`src/rtl/chip_test_sequencer.sv`:
```
// Runs one chip tester per accepted Start (Run pulse, wait for Done, capture RSLT, release via DISP_RSLT) and tallies results.
// Run is issued 1 cycle after Start and waits up to TIMEOUT_CYCLES for Done; Start is ignored while Busy.
`timescale 1ns/1ps
module chip_test_sequencer #(
   parameter int NUM_CHIPS      = 8,
   parameter int SEL_W          = 3,
   parameter int TIMEOUT_CYCLES = 1024
) (
   input  logic                 Clk,
   input  logic                 Reset,
   input  logic                 Start,
   input  logic [SEL_W-1:0]     Chip_Sel,
   input  logic                 Clear_Counts,
   output logic [NUM_CHIPS-1:0] Run_Vec,
   input  logic [NUM_CHIPS-1:0] Done_Vec,
   input  logic [NUM_CHIPS-1:0] RSLT_Vec,
   output logic                 DISP_RSLT,
   output logic                 Busy,
   output logic                 Result_Valid,
   output logic                 Pass,
   output logic                 Timeout,
   output logic                 Sel_Err,
   output logic [7:0]           Pass_Count,
   output logic [7:0]           Fail_Count
);

   localparam int TO_W = (TIMEOUT_CYCLES > 2) ? $clog2(TIMEOUT_CYCLES) : 1;
   localparam logic [TO_W-1:0] TO_LAST = TO_W'(TIMEOUT_CYCLES - 1);

   typedef enum logic [2:0] {IDLE, LAUNCH, WAIT_DONE, SETTLE, ACK, ABORT} state_t;

   state_t               state;
   state_t               state_nxt;
   logic                 start_q;
   logic                 start_edge;
   logic                 sel_bad;
   logic [SEL_W-1:0]     sel;
   logic [NUM_CHIPS-1:0] sel_oh;
   logic                 done_sel;
   logic                 rslt_sel;
   logic [TO_W-1:0]      to_cnt;
   logic                 to_hit;

   logic                 accept;
   logic                 wait_to;
   logic                 capture;
   logic                 ack_to;
   logic                 cnt_clr;
   logic                 cnt_run;
   logic                 pass_inc;
   logic                 fail_inc;

   // Unselected testers are masked out; an out-of-range sel shifts to an all-zero mask.
   assign sel_oh     = NUM_CHIPS'(1) << sel;
   assign done_sel   = |(Done_Vec & sel_oh);
   assign rslt_sel   = |(RSLT_Vec & sel_oh);
   assign start_edge = Start & ~start_q;
   assign sel_bad    = int'(Chip_Sel) >= NUM_CHIPS;
   assign to_hit     = (to_cnt == TO_LAST);

   always_ff @(posedge Clk or negedge Reset) begin
      if (!Reset) begin
         state <= IDLE;
      end else begin
         state <= state_nxt;
      end
   end

   always_comb begin
      state_nxt = state;
      case (state)
         IDLE:      if (start_edge) state_nxt = sel_bad ? IDLE : LAUNCH;
         LAUNCH:    state_nxt = WAIT_DONE;
         WAIT_DONE: begin
            if (done_sel)    state_nxt = SETTLE;
            else if (to_hit) state_nxt = ABORT;
         end
         SETTLE:    state_nxt = ACK;
         ACK:       if (!done_sel || to_hit) state_nxt = IDLE;
         ABORT:     state_nxt = IDLE;
         default:   state_nxt = IDLE;
      endcase
   end

   always_comb begin
      Run_Vec   = '0;
      DISP_RSLT = 1'b0;
      Busy      = (state != IDLE);
      accept    = 1'b0;
      wait_to   = 1'b0;
      capture   = 1'b0;
      ack_to    = 1'b0;
      cnt_clr   = 1'b0;
      cnt_run   = 1'b0;
      case (state)
         IDLE:      accept = start_edge;
         LAUNCH: begin
            Run_Vec = sel_oh;
            cnt_clr = 1'b1;
         end
         WAIT_DONE: begin
            cnt_run = 1'b1;
            wait_to = !done_sel && to_hit;
         end
         SETTLE: begin
            capture = 1'b1;
            cnt_clr = 1'b1;
         end
         ACK: begin
            DISP_RSLT = done_sel;
            cnt_run   = 1'b1;
            ack_to    = done_sel && to_hit;
         end
         ABORT:     DISP_RSLT = 1'b1;
         default:   ;
      endcase
      pass_inc = capture && rslt_sel;
      fail_inc = (accept && sel_bad) || wait_to || (capture && !rslt_sel);
   end

   always_ff @(posedge Clk or negedge Reset) begin
      if (!Reset) begin
         start_q      <= 1'b1;
         sel          <= '0;
         to_cnt       <= '0;
         Result_Valid <= 1'b0;
         Pass         <= 1'b0;
         Timeout      <= 1'b0;
         Sel_Err      <= 1'b0;
      end else begin
         start_q <= Start;
         if (cnt_clr) begin
            to_cnt <= '0;
         end else if (cnt_run) begin
            to_cnt <= to_cnt + TO_W'(1);
         end
         if (accept) begin
            sel          <= Chip_Sel;
            Pass         <= 1'b0;
            Timeout      <= 1'b0;
            Sel_Err      <= sel_bad;
            Result_Valid <= sel_bad;
         end
         if (wait_to) begin
            Timeout      <= 1'b1;
            Pass         <= 1'b0;
            Result_Valid <= 1'b1;
         end
         if (capture) begin
            Pass         <= rslt_sel;
            Result_Valid <= 1'b1;
         end
         // A tester that never drops Done is flagged but not counted again.
         if (ack_to) begin
            Timeout <= 1'b1;
         end
      end
   end

   always_ff @(posedge Clk or negedge Reset) begin
      if (!Reset) begin
         Pass_Count <= '0;
         Fail_Count <= '0;
      end else if (Clear_Counts) begin
         Pass_Count <= '0;
         Fail_Count <= '0;
      end else begin
         if (pass_inc && Pass_Count != 8'hFF) Pass_Count <= Pass_Count + 8'd1;
         if (fail_inc && Fail_Count != 8'hFF) Fail_Count <= Fail_Count + 8'd1;
      end
   end

endmodule
```
`config.mk`:
```
export PLATFORM = sky130hd
export DESIGN_NAME = chip_test_sequencer
export DESIGN_NICKNAME = d
export VERILOG_FILES = /design/src/rtl/chip_test_sequencer.sv
export SDC_FILE = /design/constraint.sdc
export NUM_CORES = 1
export LEC_CHECK = 0
export CELL_PAD_IN_SITES_DETAIL_PLACEMENT = 1
export CELL_PAD_IN_SITES_GLOBAL_PLACEMENT = 2
export CORE_ASPECT_RATIO = 1.25
export CORE_MARGIN = 10
export CORE_UTILIZATION = 32
export CTS_CLUSTER_SIZE = 24
export DETAILED_ROUTE_END_ITERATION = 16
export PLACE_DENSITY = 0.94
export SETUP_SLACK_MARGIN = 0.02
export SYNTH_ARGS = -nofsm -noshare
export SYNTH_HDL_FRONTEND = slang
export SYNTH_SLANG_ARGS = --single-unit
```
`constraint.sdc`:
```
create_clock -name Clk -period 6.25 [get_ports Clk]
set_input_delay 1.25 -clock Clk [delete_from_list [all_inputs] [get_ports Clk]]
set_output_delay 1.25 -clock Clk [all_outputs]
set_load 0.05 [all_outputs]
```
# Yosys cells after proc, flatten, opt, wreduce, memory -nomap -nowiden
# Cells that the tools add are included.
[op_classes] addsub=3 n_mux=25 n_reduce_logical=22 n_eq_ne=11 n_shift=1 bitwise=4
[op_table] op="$mux 8" n=5
[op_table] op="$mux 10" n=2
[op_table] op="$add 8x1->8 const B" n=2
[op_table] op="$and 8x8->8" n=2
[op_table] op="$ne 8x8->1 const B" n=2
[op_table] op="$reduce_or 8->1" n=2
[op_table] op="$pmux 3 s5" n=1
[op_table] op="$mux 1" n=12
[op_table] op="$mux 3" n=4
[op_table] op="$add 10x1->10 const B" n=1
[op_table] op="$eq 10x10->1 const B" n=1
[op_table] op="$reduce_bool 3->1" n=3
[op_table] op="$shl 1x3->8 const A" n=1
[op_table] op="$eq 3x2->1 const B" n=2
[op_table] op="$eq 3x3->1 const B" n=2
[op_table] op="$logic_and 1x1->1" n=6
[op_table] op="$reduce_bool 2->1" n=3
[op_table] op="$ne 2x2->1 const B" n=2
[op_table] op="$reduce_or 2->1" n=2
[op_table] op="$eq 3x1->1 const B" n=1
[op_table] op="$logic_not 3->1" n=1
[op_table] op="$ne 3x3->1 const B" n=1
[op_table] op="$reduce_and 3->1" n=1
[op_table] op="$logic_not 1->1" n=2
[op_table] op="4 further kinds" n=5
[totals] register_bits=36 output_inout_bits=30 wordCells=75

# Longest topological paths before layout
# Gate-level depths: netlist (run 1).
[logic_depth] word_depth=10 ltp_mapped=7 depth_no_buf=6

# Worst setup path before layout (run 1)
# No wires, ideal clock.
[synth_path] path_type="input port to output port" from="input Done_Vec[3]" to="output DISP_RSLT" stages=3 setup_slack_ns=2.611 n_path_buf=0 arrival_time_ns=2.389 cell_sequence="mux4_2 -> mux2i_4 -> a21oi_1"
[synth_via] elab_chain_cells=3
[synth_rtl] element="start, declared" line_no="15" rtl="input logic [NUM_CHIPS-1:0] Done_Vec,"
[synth_rtl] element="$and 8x8->8" line_no="55" rtl="assign done_sel = |(Done_Vec & sel_oh);"
[synth_rtl] element="$reduce_or 8->1" line_no="55"
[synth_rtl] element="$pmux 1 s2" line_no="95" rtl="case (state)"
[synth_rtl] element="end, declared" line_no="17" rtl="output logic DISP_RSLT,"
# Every way passes these cells.

# Final worst setup path (run 1)
[layout_path] from="input Done_Vec[1]" to="output DISP_RSLT"
# The elaborated chain is that of the path after synthesis.

==> results of run 1 <==
==> sequential cells by signal (all words and copies together) (netlist names) <==
signal and count:
to_cnt 10, Fail_Count 8, Pass_Count 8, sel 3, state 3, Pass 1
Result_Valid 1, Timeout 1, start_q 1
==> stage by stage <==
step / hold WS, ns / total power [mW] / utilization / instances / area, um^2
finish: 0.495 / 0.959 / 0.429 / 363 / 2820
global route: 0.524 / 1.03 / 0.429 / 363 / 2820
CTS: 0.508 / 0.972 / 0.429 / 363 / 2820
detailed placement: 0.491 / 0.788 / 0.414 / 356 / 2720
global placement: 0.458 / 0.775 / 0.414 / 356 / 2720
floorplan: 0.496 / 0.666 / - / 230 / 2150
==> worst max-delay path: stages <==
cell	delay (ns)
clkdlybuf4s50_1	0.42
mux4_2	0.48
mux2i_4	0.26
a21oi_1	0.11
clkdlybuf4s50_1	0.71
==> cells in the final DEF (no fill, tap or decap), drive strengths merged, types with 5 or more instances in the layout <==
master / n
clkdlybuf4s50: 51
dfrtp: 35
nor2: 21
nand2: 19
a21oi: 13
nand3: 13
o21ai: 13
xor2: 8
nor3: 7
nor2b: 7
clkbuf: 7
mux2i: 7
mux2: 7
nand4: 5
==> routing by layer <==
metal / GRT usage / vias up / routed length, um
met5: 0 / - / 0
met4: 0.0278 / 0 / 63
met3: 0.0329 / 7 / 227
met2: 0.221 / 22 / 3370
met1: 0.141 / 961 / 2590
li1: - / 926 / -
==> where the power goes <==
group	internal [mW]	switching, mW
clock network	0.0982	0.0810
logic	0.179	0.224
registers	0.274	0.102
total	0.552	0.407
==> kinds of logic after synthesis <==
family	Yosys count	synth area share
AOI/OAI and AO/OA	50	0.149
xor gates and xnor gates	10	0.0407
adders and majority gates	3	0.0174
buffers and inverters	17	0.0354
DFF	36	0.419
muxes	17	0.110
other	1	0.00174
and+or+nand+nor	96	0.227
==> worst max path at each step <==
stage / startpoint / endpoint / slack, ns / cells past startpoint
global route: Done_Vec[0] / DISP_RSLT / 1.70 / 5
detailed placement: Done_Vec[1] / DISP_RSLT / 1.77 / 5
floorplan: Done_Vec[3] / DISP_RSLT / 2.61 / 3
global placement: Done_Vec[5] / DISP_RSLT / 1.78 / 5
CTS: Done_Vec[1] / DISP_RSLT / 1.76 / 5
finish: Done_Vec[1] / DISP_RSLT / 1.77 / 5
==> final cells by class <==
cell class / instances / area share
timing repair buffer: 52 / 0.184
multi-input combinational: 177 / 0.417
clock buffer: 7 / 0.0342
inverter: 4 / 0.00533
tap: 87 / 0.0387
sequential: 36 / 0.320
==> results.txt, run 1 <==
Status - completed
Sum of negative setup slack - 0 ns
Min-Delay Endpoint - Timeout
Core box area - 0.00657 mm^2
Starting Density - 0.328
Htree depth - 2
Post-synth top area share - 0.407
Via-to-Cell Ratio - 5.28
Flip-flop and latch count after synthesis - 36
Slew margin rel. - 0.181
# setup viols final - 0
Skew final - 0.00501 ns
Top post-synthesis cells by count - dfrtp_1, nor2_1, nand2_1, a21oi_1, nand3_1
Syn nets - 256
Clock sinks - 36
Filler Cell Count - 764
Final GP Congestion - 0.738
Peak VDD IR - 141 uV
Vias in the first global route - 1988
Number of setup buffers added after CTS - 0
Top post-synthesis cells by area - dfrtp_1, nor2_1, nand2_1, xor2_1, mux4_2
N_diodes - 0
Synth area leader - dfrtp_1
Area of the multi-input gates - 0.00117 mm^2
CTS clk-pin slew, worst paths - 0.07 ns
Post-CTS Hold Buffers - 0
CTS root buf - clkbuf_8
Flip-flop and latch area - 902 um^2
Type of origin of the critical path - input pin
DR DRC count - 0
Async SR Flop Fraction - 1.00
Most frequent cell after synthesis - dfrtp_1
Pin count of the biggest net entering global routing - 37
WL final - 6.25 mm
Reg2reg end - Fail_Count[5]
Period utilization - 0.717
Predominant post-synthesis flop cell - dfrtp_1
Arrival @ worst endpoint - 3.23 ns
Pre-CTS setup slack - 1.77 ns
Critical Path RT - 5.00 ns
Worst hold path depth - 2
Initial antenna violation count - 0
Fin crit period - 4.48 ns
Post-route setup slack - 1.77 ns
R2r setup slk - 3.52 ns
Total grt overflow - 0
Routed WL per cell - 17.2 um
GR Util All Layers - 0.124
CTS max path bufs - 2
Max-slew violations - 0
Reg2Reg Depth - 5
R2r startpoint - sel[0]
Fin. Hold Viols - 0
Starting DRT DRC Count - 45
IO buf count - 51
Die area - 0.0104 mm^2
CTS-repair resized insts - 0
I/O pin count - 53
CP endpoint kind - output pin
Leak pwr - 1.10 nW
First-pass GRT wire length - 10.5 mm
CTS tree - yes
Inserted Clock Buffers - 5
Fin nets - 302
Post-DP HPWL - 4.72 mm
Chip Width - 93.4 um
Via count - 1916
Syn_area_per_cell - 9.36 um^2
Synth warnings - 0
# rows - 33
CP Max Fanout - 5
Post-Syn Area - 0.00215 mm^2
First-pass DRT Iterations - 4
RSZ-0062 raised after global routing - false
Slew @ Worst Pin - 1.22 ns
Critical path class - input pin to output pin
Hold WC Path Type - flip-flop to flip-flop
Yosys cell types - 52
Antenna viol nets, final - 0
Clk_lat worst skew - 0.28 ns
Die Ht - 112 um
Max-Cap Viols - 0
Sequential element share of the synthesized area - 0.419
Cells after Synth - 230
PD cells - 341 mW/mm^2
Share of cells above drive strength 1 - 0.0688
F_max - 223 MHz
Area grow syn2layout - 30.7%
EDFF count, synth - 0
Hold Path Origin - Timeout
Note: power is estimated with default switching activity, not from simulation.
==> run 2: changes to the inputs <==
--- a/config.mk
+++ b/config.mk
@@ -9,10 +9,10 @@
 export CELL_PAD_IN_SITES_GLOBAL_PLACEMENT = 2
 export CORE_ASPECT_RATIO = 1.25
 export CORE_MARGIN = 10
-export CORE_UTILIZATION = 32
+export CORE_UTILIZATION = 27
 export CTS_CLUSTER_SIZE = 24
 export DETAILED_ROUTE_END_ITERATION = 16
-export PLACE_DENSITY = 0.94
+export PLACE_DENSITY = 0.85
 export SETUP_SLACK_MARGIN = 0.02
 export SYNTH_ARGS = -nofsm -noshare
 export SYNTH_HDL_FRONTEND = slang
==> constraint.sdc (replaced) <==
create_clock -name Clk -period 3.6 [get_ports Clk]
set_input_delay 0.72 -clock Clk [delete_from_list [all_inputs] [get_ports Clk]]
set_output_delay 0.72 -clock Clk [all_outputs]
set_load 0.05 [all_outputs]
==> run 2 against run 1 <==
First-iteration DRC count rose by 110%. Die area is 15% higher. Register-to-register slack worse by 2.6 ns. Critical endpoint is now Run_Vec[0]. Largest cell class unchanged. Sequential share of layout area shrank 0.21 points. Worst hold slack better by 0.0027 ns. Clock power up 75%. Utilization down 6.5 points. Routed wire length decreased by 1.6%. Global-route usage shrank 1.9 points.
==> results.txt, run 2 (synthesized netlist as in run 1, its figures left out) <==
Status - completed
Period utilization - 0.850
Core box area - 0.00779 mm^2
Hold WC Path Type - flip-flop to flip-flop
CP Max Fanout - 9
Via count - 1931
Starting Density - 0.276
WL final - 6.15 mm
Post-DP HPWL - 4.55 mm
Vias in the first global route - 2082
Post-CTS Hold Buffers - 0
CTS max path bufs - 2
I/O pin count - 53
Slew @ Worst Pin - 1.11 ns
Initial antenna violation count - 0
Leak pwr - 1.10 nW
Number of setup buffers added after CTS - 0
IO buf count - 51
PD cells - 593 mW/mm^2
F_max - 327 MHz
# rows - 36
Total grt overflow - 0
Worst path top cell family by delay - buffers and inverters
Sum of negative setup slack - 0 ns
Die area - 0.0120 mm^2
Slew margin rel. - 0.257
Fin. Hold Viols - 0
CP max-delay cell - clkdlybuf4s50_1
Commonest non-fill, non-tap cell in the layout - clkdlybuf4s50_1
Antenna viol nets, final - 0
Chip Width - 99.9 um
Arrival @ worst endpoint - 2.34 ns
Via-to-Cell Ratio - 5.16
Share of cells above drive strength 1 - 0.0860
RSZ-0062 raised after global routing - false
Commonest non-fill, non-tap cells in the layout - clkdlybuf4s50_1, dfrtp_1, nor2_1
CTS tree - yes
Starting DRT DRC Count - 93
Largest regs - to_cnt (10), Fail_Count (8), Pass_Count (8)
Clk_lat worst skew - 0.30 ns
Largest register FFs - 10
Skew final - 0.00684 ns
First-pass GRT wire length - 10.4 mm
Pin count of the biggest net entering global routing - 37
Post-route setup slack - 0.541 ns
N_diodes - 0
Critical Path RT - 2.88 ns
Worst path max stage delay - 0.85 ns
Fin crit period - 3.06 ns
Peak VDD IR - 256 uV
Die Ht - 120 um
Area grow syn2layout - 31.6%
Max-Cap Viols - 0
Inserted Clock Buffers - 5
CP endpoint kind - output pin
Htree depth - 2
# setup viols final - 0
Type of origin of the critical path - flip-flop
Largest Register - to_cnt
Final GP Congestion - 0.762
Clock sinks - 36
WP buf/inv - 1
CTS root buf - clkbuf_8
Pre-CTS setup slack - 0.410 ns
GR Util All Layers - 0.105
DR DRC count - 0
Max-slew violations - 0
Filler Cell Count - 907
Fin nets - 304
Critical path class - flip-flop to output pin
Routed WL per cell - 16.4 um
Critical path, cell by cell - or3_1 -> nor3_1 -> clkdlybuf4s50_1
First-pass DRT Iterations - 4
CTS clk-pin slew, worst paths - 0.08 ns
CTS-repair resized insts - 0
run 2: final cells by class:
class | instances | area [um^2] | area share
clock buffers | 6 | 82.6 | 0.0291
clock inverters | 2 | 15.0 | 0.00530
inverters | 4 | 15.0 | 0.00530
multi-input cells | 177 | 1170 | 0.415
flip-flops and latches | 36 | 902 | 0.318
well taps | 95 | 119 | 0.0419
repair buffers | 54 | 526 | 0.185
run 2: layer usage:
| metal | global-route usage | up-vias | wire [um] |
|---|---|---|---|
| li1 | - | 930 | - |
| met3 | 0.0327 | 9 | 267 |
| met5 | 0 | - | 0 |
| met2 | 0.185 | 28 | 3210 |
| met4 | 0.0323 | 0 | 94 |
| met1 | 0.116 | 964 | 2580 |
run 2: worst paths after layout:
path                               from  cells past startpoint  slack, ns       endpoint
max                              sel[0]                      3       0.54     Run_Vec[0]
min                        Result_Valid                      1       0.50   Result_Valid
max reg2reg                      sel[0]                      5       0.92  Fail_Count[5]
min reg2reg                Result_Valid                      1       0.50   Result_Valid
max in group asynchronous         Reset                      1       2.54  Fail_Count[6]
min in group asynchronous         Reset                      1       0.53      to_cnt[1]
run 2: per-stage QoR:
stage          hold WS [ns]  utilization  cell area, um^2  std cells  power, mW
5_1_grt               0.524        0.364             2830        374       1.81
3_3_place_gp          0.460        0.351             2740        366       1.37
3_5_place_dp          0.488        0.351             2740        366       1.39
2_1_floorplan         0.424            -             2150        230       1.16
4_1_cts               0.507        0.364             2830        374       1.71
6_report              0.498        0.364             2830        374       1.68
run 2: power by group:
part | total, mW | internal [mW] | switching, mW | leakage (nW)
sequential | 0.591 | 0.477 | 0.115 | 0.481
combinational | 0.776 | 0.326 | 0.450 | 0.580
clock | 0.314 | 0.155 | 0.159 | 0.0434
